==> config.mk <==
export PLATFORM = sky130hd
export DESIGN_NAME = serial_subtractor
export DESIGN_NICKNAME = d
export VERILOG_FILES = /design/src/rtl/serial_subtractor_pkg.sv /design/src/rtl/serial_subtractor_full_subtractor.sv /design/src/rtl/serial_subtractor.sv
export SDC_FILE = /design/constraint.sdc
export NUM_CORES = 1
export LEC_CHECK = 0
export ABC_AREA = 0
export CORE_UTILIZATION = 25
export CTS_CLUSTER_DIAMETER = 40
export DETAILED_ROUTE_END_ITERATION = 16
export DONT_BUFFER_PORTS = 1
export HOLD_SLACK_MARGIN = 0.06
export PLACE_DENSITY = 0.49
export RECOVER_POWER = 25
export SLEW_MARGIN = 30
export SYNTH_ARGS = -nofsm -noshare
export SYNTH_HDL_FRONTEND = slang
export SYNTH_SLANG_ARGS = --single-unit
export TNS_END_PERCENT = 10
==> constraint.sdc <==
create_clock -name clk -period 1.75 [get_ports clk]
set_input_delay 0.175 -clock clk [delete_from_list [all_inputs] [get_ports clk]]
set_output_delay 0.175 -clock clk [all_outputs]
set_load 0.02 [all_outputs]
==> src/rtl/serial_subtractor_pkg.sv <==
// Shared types and constants for the bit-serial subtractor.
// The LSB-first datapath and its start/done controller both import this package.
package serial_sub_pkg;

    localparam int unsigned DEFAULT_WIDTH = 8;

    typedef enum logic [1:0] {
        IDLE   = 2'd0,
        SHIFT  = 2'd1,
        FINISH = 2'd2
    } state_t;

    // Bit-counter width; it is never narrower than one bit, even for tiny operands.
    function automatic int unsigned cnt_width(input int unsigned w);
        return (w < 2) ? 1 : $clog2(w);
    endfunction

endpackage

==> src/rtl/serial_subtractor_full_subtractor.sv <==
// One-bit full subtractor, d = a - b - bin, with the borrow out in bout.
// The serial subtractor uses a single instance of it, once per clock cycle.
module full_subtractor (
    input  logic a,
    input  logic b,
    input  logic bin,
    output logic d,
    output logic bout
);

    assign d    = a ^ b ^ bin;
    assign bout = (~a & b) | (~(a ^ b) & bin);

endmodule

==> src/rtl/serial_subtractor.sv <==
// Bit-serial unsigned subtractor that computes diff = a - b (mod 2^WIDTH), one bit per clock, LSB first.
// It sits behind a start/done handshake and takes WIDTH SHIFT cycles plus one FINISH cycle per operation.
module serial_subtractor
    import serial_sub_pkg::*;
#(
    parameter int unsigned WIDTH = DEFAULT_WIDTH
) (
    input  logic             clk,
    input  logic             rst_n,
    input  logic             start,
    input  logic [WIDTH-1:0] a,
    input  logic [WIDTH-1:0] b,
    output logic             busy,
    output logic             done,
    output logic [WIDTH-1:0] diff,
    output logic             borrow_out
);

    localparam int unsigned     CNT_W    = cnt_width(WIDTH);
    localparam logic [CNT_W-1:0] CNT_LAST = CNT_W'(WIDTH - 1);

    state_t           state_q;
    logic [WIDTH-1:0] sa_q, sb_q, res_q, diff_q;
    logic [WIDTH-1:0] sa_d, sb_d, res_d;
    logic [CNT_W-1:0] cnt_q;
    logic             borrow_q, busy_q, done_q, borrow_out_q;
    logic             bit_d, bit_bout;

    full_subtractor u_fs (
        .a    (sa_q[0]),
        .b    (sb_q[0]),
        .bin  (borrow_q),
        .d    (bit_d),
        .bout (bit_bout)
    );

    always_comb begin
        sa_d  = {1'b0, sa_q[WIDTH-1:1]};
        sb_d  = {1'b0, sb_q[WIDTH-1:1]};
        res_d = {bit_d, res_q[WIDTH-1:1]};
    end

    always_ff @(posedge clk or negedge rst_n) begin
        if (!rst_n) begin
            state_q      <= IDLE;
            sa_q         <= '0;
            sb_q         <= '0;
            res_q        <= '0;
            cnt_q        <= '0;
            borrow_q     <= 1'b0;
            busy_q       <= 1'b0;
            done_q       <= 1'b0;
            diff_q       <= '0;
            borrow_out_q <= 1'b0;
        end else begin
            case (state_q)
                IDLE, FINISH: begin
                    done_q <= 1'b0;
                    if (start) begin
                        sa_q     <= a;
                        sb_q     <= b;
                        res_q    <= '0;
                        borrow_q <= 1'b0;
                        cnt_q    <= '0;
                        busy_q   <= 1'b1;
                        state_q  <= SHIFT;
                    end else begin
                        state_q  <= IDLE;
                    end
                end
                SHIFT: begin
                    sa_q     <= sa_d;
                    sb_q     <= sb_d;
                    res_q    <= res_d;
                    borrow_q <= bit_bout;
                    cnt_q    <= cnt_q + CNT_W'(1);
                    // Publish results from the final bit's combinational outputs, so they are visible in FINISH.
                    if (cnt_q == CNT_LAST) begin
                        cnt_q        <= '0;
                        busy_q       <= 1'b0;
                        done_q       <= 1'b1;
                        diff_q       <= res_d;
                        borrow_out_q <= bit_bout;
                        state_q      <= FINISH;
                    end
                end
                default: begin
                    busy_q  <= 1'b0;
                    done_q  <= 1'b0;
                    state_q <= IDLE;
                end
            endcase
        end
    end

    assign busy       = busy_q;
    assign done       = done_q;
    assign diff       = diff_q;
    assign borrow_out = borrow_out_q;

endmodule

==> results of run 1 <==
[power by group]
part | switching [mW] | total [mW] | internal (mW)
registers | 0.489 | 1.84 | 1.35
clock network | 0.347 | 0.777 | 0.430
logic | 0.562 | 1.26 | 0.699
total | 1.40 | 3.88 | 2.48
[cell type report]
cell class / instances / area, um^2 / area share, %
Clock buffer: 5 / 68.8 / 3.28
Timing Repair Buffer: 8 / 62.6 / 2.99
Sequential cell: 40 / 1000 / 47.8
Multi-Input combinational cell: 98 / 781 / 37.3
Tap cell: 99 / 124 / 5.91
Inverter: 3 / 11.3 / 0.537
Clock inverter: 3 / 47.5 / 2.27
[critical path, cell delays in order, from the launching register on]
cell and delay [ps]:
dfrtp_1 400, ha_1 210, ha_1 270, nand3b_4 210, mux2_2 350
[layout by cell type (no fill, tap or decap), drive strengths merged, types with 3 or more instances in the layout]
master	n
nor3	3
mux2	11
clkbuf	6
nor2	8
inv	3
mux2i	12
a22o	11
o22ai	3
a21oi	10
o21ai	5
nand3	3
a211oi	9
nor2b	11
nand2	3
buf	5
dfrtp	40
[state kept, by name (all words and copies together), names as in the netlist]
| register | count |
|---|---|
| state_q | 2 |
| diff | 8 |
| sa_q | 8 |
| sb_q | 8 |
| res_q | 7 |
| cnt_q | 3 |
| done | 1 |
| borrow_q | 1 |
| borrow_out | 1 |
| busy | 1 |
[metrics by stage]
stage               area [um^2]  total power [mW]  setup slack [ps]
floorplan                  1870              2.86               280
global placement           1950              3.11               236
detailed placement         1950              3.12               199
CTS                        2110              3.94               193
global route               2100              4.18               105
finish                     2100              3.88               201
[layer usage]
layer	wire, um	global-route usage (%)	share of wire, %
met1	1780	13.8	50
met2	1550	14.4	43
met3	244	5.04	6.8
met4	0	2.20	0
met5	0	0	0
[kinds of logic after synthesis]
logic type | synth area share, %
compound gates | 15.0
fa+ha+maj | 2.41
buf+inv | 4.81
flops | 53.5
mux | 14.4
simple gates | 9.89
[path summary, 6_finish.rpt]
| path | depth (start not counted) | end | startpoint |
|---|---|---|---|
| min in group asynchronous | 2 | diff[6] | rst_n |
| max in group asynchronous | 2 | sa_q[5] | rst_n |
| setup / recovery | 4 | diff[0] | cnt_q[0] |
| hold / removal | 2 | sb_q[2] | b[2] |
| setup reg to reg | 4 | diff[0] | cnt_q[0] |
| hold reg to reg | 1 | sb_q[3] | sb_q[3] |
==> out/results.ini, run 1 <==
[clock_tree]
postCtsHoldBufs=3
cts_max_path_buffers=2
cts_tree=built
cts_root_buf=clkbuf_8
clkSinkCount=40
clk_latency_ps=290
path_clk_slew_ps=90
htree_levels=2
post_cts_buffers=0
cts_resized=0
cts-buffers-inserted=5

[global_routing]
grt_pass1_wl_um=6000
first_global_vias=1197
grt_usage_pct=10.1
grt_max_degree=41
grt_antenna_before_repair=0
grt-ovfl-total=0

[setup_path]
cp-end-kind=flip-flop
start_kind=flip-flop
cp_data_required_time_ps=1930
cp_max_fo=11
reg2reg_slack_ps=200
worst-setup-path-type=flip-flop to flip-flop
cp.arrival_ps=1730

[route]
routedWlPerCell_um=13.9
vias=1137
first_iter_violations=39
via_per_inst=4.44
first_pass_iters=9
ant_nets=0
wl_um=3570
drc=2

[logic_synthesis]
avgSynthCellArea_um2=12.5
ys_top_cells_by_count=dfrtp_1 (40), mux2i_1 (12), a22o_1 (11), a21oi_1 (10)
syn_nets=172
synth_ff_type=dfrtp_1
synth_area_leaders=dfrtp_1 (53%), mux2i_1 (6.4%), mux2_4 (5.6%)
yosysWarningCount=0
synth_seq_cells=40
syn_inst=150
synth_cell_types=26
synthesis.area_um2=1870
synth.most_common_cell=dfrtp_1
yosys.area.top_type=dfrtp_1
synthArstFlopShare_pct=100
synth_top_cell_area_share_pct=53.5
synth_edf_count=0
seq_area_frac_synth_pct=53.5

[floorplan]
row_count=31
start_util_pct=25.8
dieHeight_um=88.5
core_um2=7250
die_width_um=88.5
dieArea_um2=7840
io_pins=30

[power]
p_leak_nw=0.928
power.density_nw_per_um2=1850
vdd_drop_max_v=0.000640

[timing]
setup_tns_ps=0
maxSlewViolCount=0
min_period_ps=1550
max_slew_margin_pct=33.6
setup_violations=0
whs_ps=72.5
worst_pin_slew_ps=995
finalCritPeriodShare_pct=88.5
max_freq_mhz=646
finClkSkew_ps=10.9
hold_viol=0
rsz0062_at_grt=false

[flow_run]
cap_viol_max_count=0

[final_layout]
areaGrowthSynthToFinish_pct=12.0
fin_cells=256
diodes=0
fin_util_pct=28.9
final_nets=178
layout-drive-gt1-share_pct=18.5
fillers=762

[place]
place.detailed.hpwl_um=2400
dp.cells=245
gp_congestion=0.659
portBuffers=0

[status]
status=finished with violations
violations=DRC

[min_path]
hp-class=input pin to flip-flop

Power figures use the tool's default switching activity.
==> inputs of run 2 (changes only) <==
--- a/config.mk
+++ b/config.mk
@@ -10,6 +10,7 @@
 export CTS_CLUSTER_DIAMETER = 40
 export DETAILED_ROUTE_END_ITERATION = 16
 export DONT_BUFFER_PORTS = 1
+export GPL_TIMING_DRIVEN = 0
 export HOLD_SLACK_MARGIN = 0.06
 export PLACE_DENSITY = 0.49
 export RECOVER_POWER = 25
==> run 2 against run 1 <==
  * The flow still finishes with violations (DRC)
  * Design area grew 1.7%
  * Global-route usage grew 0.57 points
  * Clock skew decreased by 2.1 ps
  * Sequential share of layout area decreased by 0.81 points
  * Register-to-register slack worse by 50 ps
  * Final cell count up 1.6%
  * Critical path depth increased by 1
  * Flip-flop and latch count stayed put
  * Clock-buffer cell count unchanged
  * Non-clock buffer count rose by 4
  * Utilization rose by 0.50 points
  * Routed wire length increased by 6.3%
  * Critical endpoint is now diff[7]
==> out/results.ini, run 2 (synthesis gave the netlist of run 1 again) <==
[status]
status=finished with violations
violations=DRC

[clock_tree]
clk_latency_ps=290  ; about the same
htree_levels=2  ; unchanged
path_clk_slew_ps=80  ; about the same
cts-buffers-inserted=5  ; unchanged
cts_max_path_buffers=2  ; unchanged
post_cts_buffers=0  ; unchanged
cts_tree=built
clkSinkCount=40  ; unchanged
cts_root_buf=clkbuf_8

[setup_path]
cp_max_fo=10  ; -1
start_kind=flip-flop
reg2reg_slack_ps=150  ; -50 ps
reg2reg_to=diff[7]
reg2reg_from=cnt_q[0]
cp_num_buf_inv=1  ; +1
cp_data_required_time_ps=1930  ; about the same
crit_chain=ha_1, ha_1, nand3b_4, buf_6, mux2_4
cp.depth=5  ; +1
cp.arrival_ps=1780  ; +50 ps
critical-path-slowest-cell=dfrtp_1
cpMostUsedCell=ha_1
crit_start=cnt_q[0]
cp-end-kind=flip-flop
cpLargestDelayFamily=adder cells
cp_slowest_stage_delay_ps=400  ; about the same
reg2reg_depth=5  ; +1
worst-setup-path-type=flip-flop to flip-flop
cp-endpoint=diff[7]

[place]
gp_congestion=0.694  ; +5.4%
portBuffers=0  ; unchanged

[route]
ant_nets=0  ; unchanged
first_iter_violations=35  ; -10%
via_per_inst=4.49  ; +1.1%
vias=1168  ; +2.7%
routedWlPerCell_um=14.6  ; +4.7%
drc=2  ; unchanged
wl_um=3790  ; +6.3%
first_pass_iters=10  ; +1

[floorplan]
dieArea_um2=7840  ; unchanged
io_pins=30  ; unchanged
die_width_um=88.5  ; unchanged
start_util_pct=25.8  ; unchanged
core_um2=7250  ; unchanged
dieHeight_um=88.5  ; unchanged
row_count=31  ; unchanged

[power]
power.density_nw_per_um2=1830  ; -0.87%
p_total_mw=3.91  ; +0.85%
vdd_drop_max_v=0.000628  ; -1.9%
p_leak_nw=0.946  ; +1.9%

[final_layout]
final_nets=182  ; +2.2%
final_cell_mix=dfrtp_1 (40), mux2i_1 (12), a22o_1 (11)
layout-drive-gt1-share_pct=20.5  ; +2.0 points
final_common_cell=dfrtp_1
diodes=0  ; unchanged
areaGrowthSynthToFinish_pct=13.9

[global_routing]
first_global_vias=1206  ; +0.75%
grt_max_degree=41  ; unchanged
grt_pass1_wl_um=6320  ; +5.3%
grt-ovfl-total=0  ; unchanged
grt_antenna_before_repair=0  ; unchanged
grt_usage_pct=10.7  ; +0.57 points

[timing]
hold_viol=0  ; unchanged
setup_tns_ps=0  ; unchanged
maxSlewViolCount=0  ; unchanged
finalCritPeriodShare_pct=91.3  ; +2.8 points
max_slew_margin_pct=33.0  ; -0.62 points
rsz0062_at_grt=false
max_freq_mhz=626  ; -3.1%
finClkSkew_ps=8.86  ; -2.09 ps
min_period_ps=1600  ; +49.1 ps
worst_pin_slew_ps=1000  ; +9.24 ps
setup_violations=0  ; unchanged

[flow_run]
cap_viol_max_count=0  ; unchanged

[min_path]
hp-class=input pin to flip-flop

run 2: changes by cell type in the layout (fill, tap and decap cells not counted), sizes merged:
cell | before | now
clkinvlp | 0 | 1
clkinv | 2 | 1
buf | 5 | 9
run 2: worst register-to-register path: cells and delay by family (launching register included):
family,cells,cell delay [ps]
adder cells (fa/ha/maj),2,490
buffers and inverters,1,170
flip-flops,1,400
multiplexers,1,310
AND/OR/NAND/NOR,1,130
run 2: layout make-up:
class | instances | area [um^2]
sequential | 40 | 1000
buffer | 9 | 78.8
fill | 767 | 5120
multi-input combinational | 98 | 781
inverter | 3 | 11.3
clock inverter | 3 | 42.5
clock buffer | 5 | 68.8
tap | 99 | 124
timing repair buffer | 3 | 25.0
run 2: metrics by stage:
step | util [%] | worst slack (ps) | hold slack (ps) | area [um^2] | instances
after CTS | 29.6 | 130 | 63.7 | 2150 | 260
after global placement | 27.5 | 141 | -119 | 2000 | 249
final | 29.4 | 152 | 72.7 | 2130 | 260
after global routing | 29.4 | 111 | 70.3 | 2130 | 260
after detailed placement | 27.5 | 146 | -119 | 2000 | 249
after floorplan | - | 280 | -121 | 1870 | 150
run 2: repair_timing:
item	in CTS	in global routing
hold buffers	3	0
resized for setup	0	0
hold endpoints to repair	41	0
run 2: how the worst min path moves through the flow:
stage                     startpoint         end  slack [ps]  depth (start not counted)
after floorplan                rst_n  borrow_out        -120                          0
after global routing            a[1]     sa_q[1]          70                          2
after detailed placement       rst_n     diff[1]        -120                          0
after CTS                       a[6]     sa_q[6]          60                          2
final                           a[6]     sa_q[6]          70                          2
after global placement         rst_n     diff[1]        -120                          0
run 2: per-layer routing:
metal  vias to the layer above  track usage [%]  part of all wire, %
met5                         -                0                    0
met4                         0             2.20                    0
met3                         0             4.10                  6.4
met2                        28             16.0                   45
met1                       581             14.7                   49
li1                        559                -                    -
run 2: power by group:
part	total (mW)	switching [mW]	internal (mW)
registers	1.82	0.468	1.35
clock network	0.762	0.340	0.422
logic	1.33	0.600	0.728
==> inputs of run 3 (changes only) <==
--- a/config.mk
+++ b/config.mk
@@ -14,6 +14,7 @@
 export HOLD_SLACK_MARGIN = 0.06
 export PLACE_DENSITY = 0.49
 export RECOVER_POWER = 25
+export REMOVE_ABC_BUFFERS = 1
 export SLEW_MARGIN = 30
 export SYNTH_ARGS = -nofsm -noshare
 export SYNTH_HDL_FRONTEND = slang
==> run 3 against run 2 <==
  * The run now ends clean
  * Routed wire length is 9.7% lower
  * Register-to-register slack better by 30 ps
  * Clock-buffer cell count unchanged
  * Combinational power is 17% lower
  * Clock power increased by 2.6%
  * Worst hold slack worse by 9.2 ps
  * Largest power group unchanged
==> out/results.ini, run 3 (synthesis gave the netlist of run 1 again) <==
[floorplan]
core_um2=7250  ; unchanged
io_pins=30  ; unchanged
dieHeight_um=88.5  ; unchanged
die_width_um=88.5  ; unchanged
dieArea_um2=7840  ; unchanged
row_count=31  ; unchanged
start_util_pct=25.8  ; unchanged

[final_layout]
final_common_cell=dfrtp_1
final_nets=175  ; -3.8%
layout-drive-gt1-share_pct=16.9  ; -3.6 points
areaGrowthSynthToFinish_pct=11.2
final_cell_mix=dfrtp_1 (38), mux2i_1 (12), a22o_1 (11)
diodes=0  ; unchanged
fin_cells=253  ; -2.7%

[global_routing]
use_met2_pct=14.5  ; -1.5 points
first_global_vias=1161  ; -3.7%
grt_antenna_before_repair=0  ; unchanged
grtUsageMet1_pct=13.5  ; -1.2 points
met3_usage_pct=3.54  ; -0.56 points
grt_usage_pct=9.79  ; -0.91 points
grt_busiest_layer=met2
grt-ovfl-total=0  ; unchanged
grt_max_degree=41  ; unchanged
grt_pass1_wl_um=5780  ; -8.6%

[power]
p_total_mw=3.80  ; -2.7%
switchingPower_mw=1.36  ; -3.1%
p_clk_share_pct=20.5  ; +1.0 points
seqPwrFrac_pct=50.6  ; +4.0 points
switching_share_pct=35.9  ; -0.15 points
p_leak_nw=0.906  ; -4.2%
power.density_nw_per_um2=1830  ; -0.40%
combPwrFrac_pct=28.9  ; -5.1 points
intPower_mw=2.44  ; -2.5%
vdd_drop_max_v=0.000521  ; -17%

[setup_path]
cp.arrival_ps=1760  ; -20 ps
cpMostUsedCell=ha_1
crit_chain=ha_1, ha_1, nand3b_4, mux2_2
critical-path-slowest-cell=dfrtp_1
cp_num_buf_inv=0  ; -1
worst-setup-path-type=flip-flop to flip-flop
cpLargestDelayFamily=adder cells
start_kind=flip-flop
cp-end-kind=flip-flop
cp_slowest_stage_delay_ps=400  ; about the same
cp_data_required_time_ps=1930  ; about the same
cp_max_fo=11  ; +1

[timing]
min_period_ps=1570  ; -26.2 ps
setup_tns_ps=0  ; unchanged
hold_viol=0  ; unchanged
setup_ws_ps=178  ; +26.2 ps
max_slew_margin_pct=33.3  ; +0.32 points
finClkSkew_ps=12.8  ; +3.95 ps
finalCritPeriodShare_pct=89.8  ; -1.5 points
max_freq_mhz=636  ; +1.7%
worst_pin_slew_ps=1000  ; -4.76 ps
maxSlewViolCount=0  ; unchanged
whs_ps=63.5  ; -9.21 ps
setup_violations=0  ; unchanged
rsz0062_at_grt=false

[route]
first_iter_violations=56  ; +60%
wl_um=3430  ; -9.7%
first_pass_iters=4  ; -6
via_per_inst=4.43  ; -1.4%
vias=1121  ; -4.0%
ant_nets=0  ; unchanged
drc=0  ; -2
routedWlPerCell_um=13.5  ; -7.2%

[place]
dp.cells=240  ; -3.6%
place.detailed.hpwl_um=2210
gp_congestion=0.652  ; -6.1%
portBuffers=0  ; unchanged
dp_slack_ps=-95.4  ; -242 ps

[clock_tree]
post_cts_buffers=0  ; unchanged
cts_root_buf=clkbuf_8
clkSinkCount=40  ; unchanged
path_clk_slew_ps=80  ; about the same
cts-buffers-inserted=5  ; unchanged
htree_levels=2  ; unchanged
cts_max_path_buffers=2  ; unchanged
cts_tree=built
clk_latency_ps=300  ; about the same

[flow_run]
cap_viol_max_count=0  ; unchanged

[status]
status=complete, no violations

[min_path]
hp-class=input pin to flip-flop

## run 3: cell count changes in the layout (fill, tap and decap cells not counted)
cell           delta
dfrtp_2           +1
clkinv_2          -1
dlygate4sd3_1     +2
buf_6             -3
dfrtp_4           +1
buf_4             -6
dfrtp_1           -2
inv_6             +1
## run 3: final timing paths
| path | start | to | slack (ps) | cells past startpoint |
|---|---|---|---|---|
| worst max register to register | cnt_q[0] | diff[0] | 180 | 4 |
| worst min-delay path | b[5] | sb_q[5] | 60 | 2 |
| min in group asynchronous | rst_n | diff[3] | 580 | 2 |
| worst min register to register | sb_q[3] | sb_q[3] | 490 | 1 |
| worst max-delay path | cnt_q[0] | diff[0] | 180 | 4 |
| max in group asynchronous | rst_n | state_q[0] | 450 | 2 |
## run 3: layout make-up
cell class | instances | area, um^2
clock buffer | 5 | 68.8
clock inverter | 3 | 46.3
fill | 762 | 5170
inverter | 3 | 11.3
multi-input combinational | 98 | 781
sequential | 40 | 1010
tap | 99 | 124
timing repair buffer | 5 | 45.0
## run 3: per-stage QoR
step | instance area [um^2] | utilization (%)
floorplan | 1790 | -
global placement | 1920 | 26.4
detailed placement | 1920 | 26.4
CTS | 2090 | 28.9
global route | 2080 | 28.7
finish | 2080 | 28.7
## run 3: per-layer routing
layer | vias up | share of wire (%)
li1 | 552 | -
met1 | 537 | 51
met2 | 29 | 42
met3 | 3 | 6.5
met4 | 0 | 0.53
met5 | - | 0
## run 3: repair_timing
| item | CTS | global route |
|---|---|---|
| resized for setup | 1 | 1 |
| pin swaps | 0 | 0 |
| gates cloned | 0 | 0 |
| hold endpoints to repair | 43 | 0 |
| setup endpoints to repair | 10 | 8 |
| hold buffers | 5 | 0 |
## run 3: power groups by stage
stage	sequential, mW	combinational (mW)	clock [mW]
4_1_cts	1.93	1.13	0.802
2_1_floorplan	1.81	0.954	0
3_5_place_dp	1.95	1.09	0
3_3_place_gp	1.94	1.08	0
5_1_grt	2.02	1.25	0.841
6_report	1.92	1.10	0.782
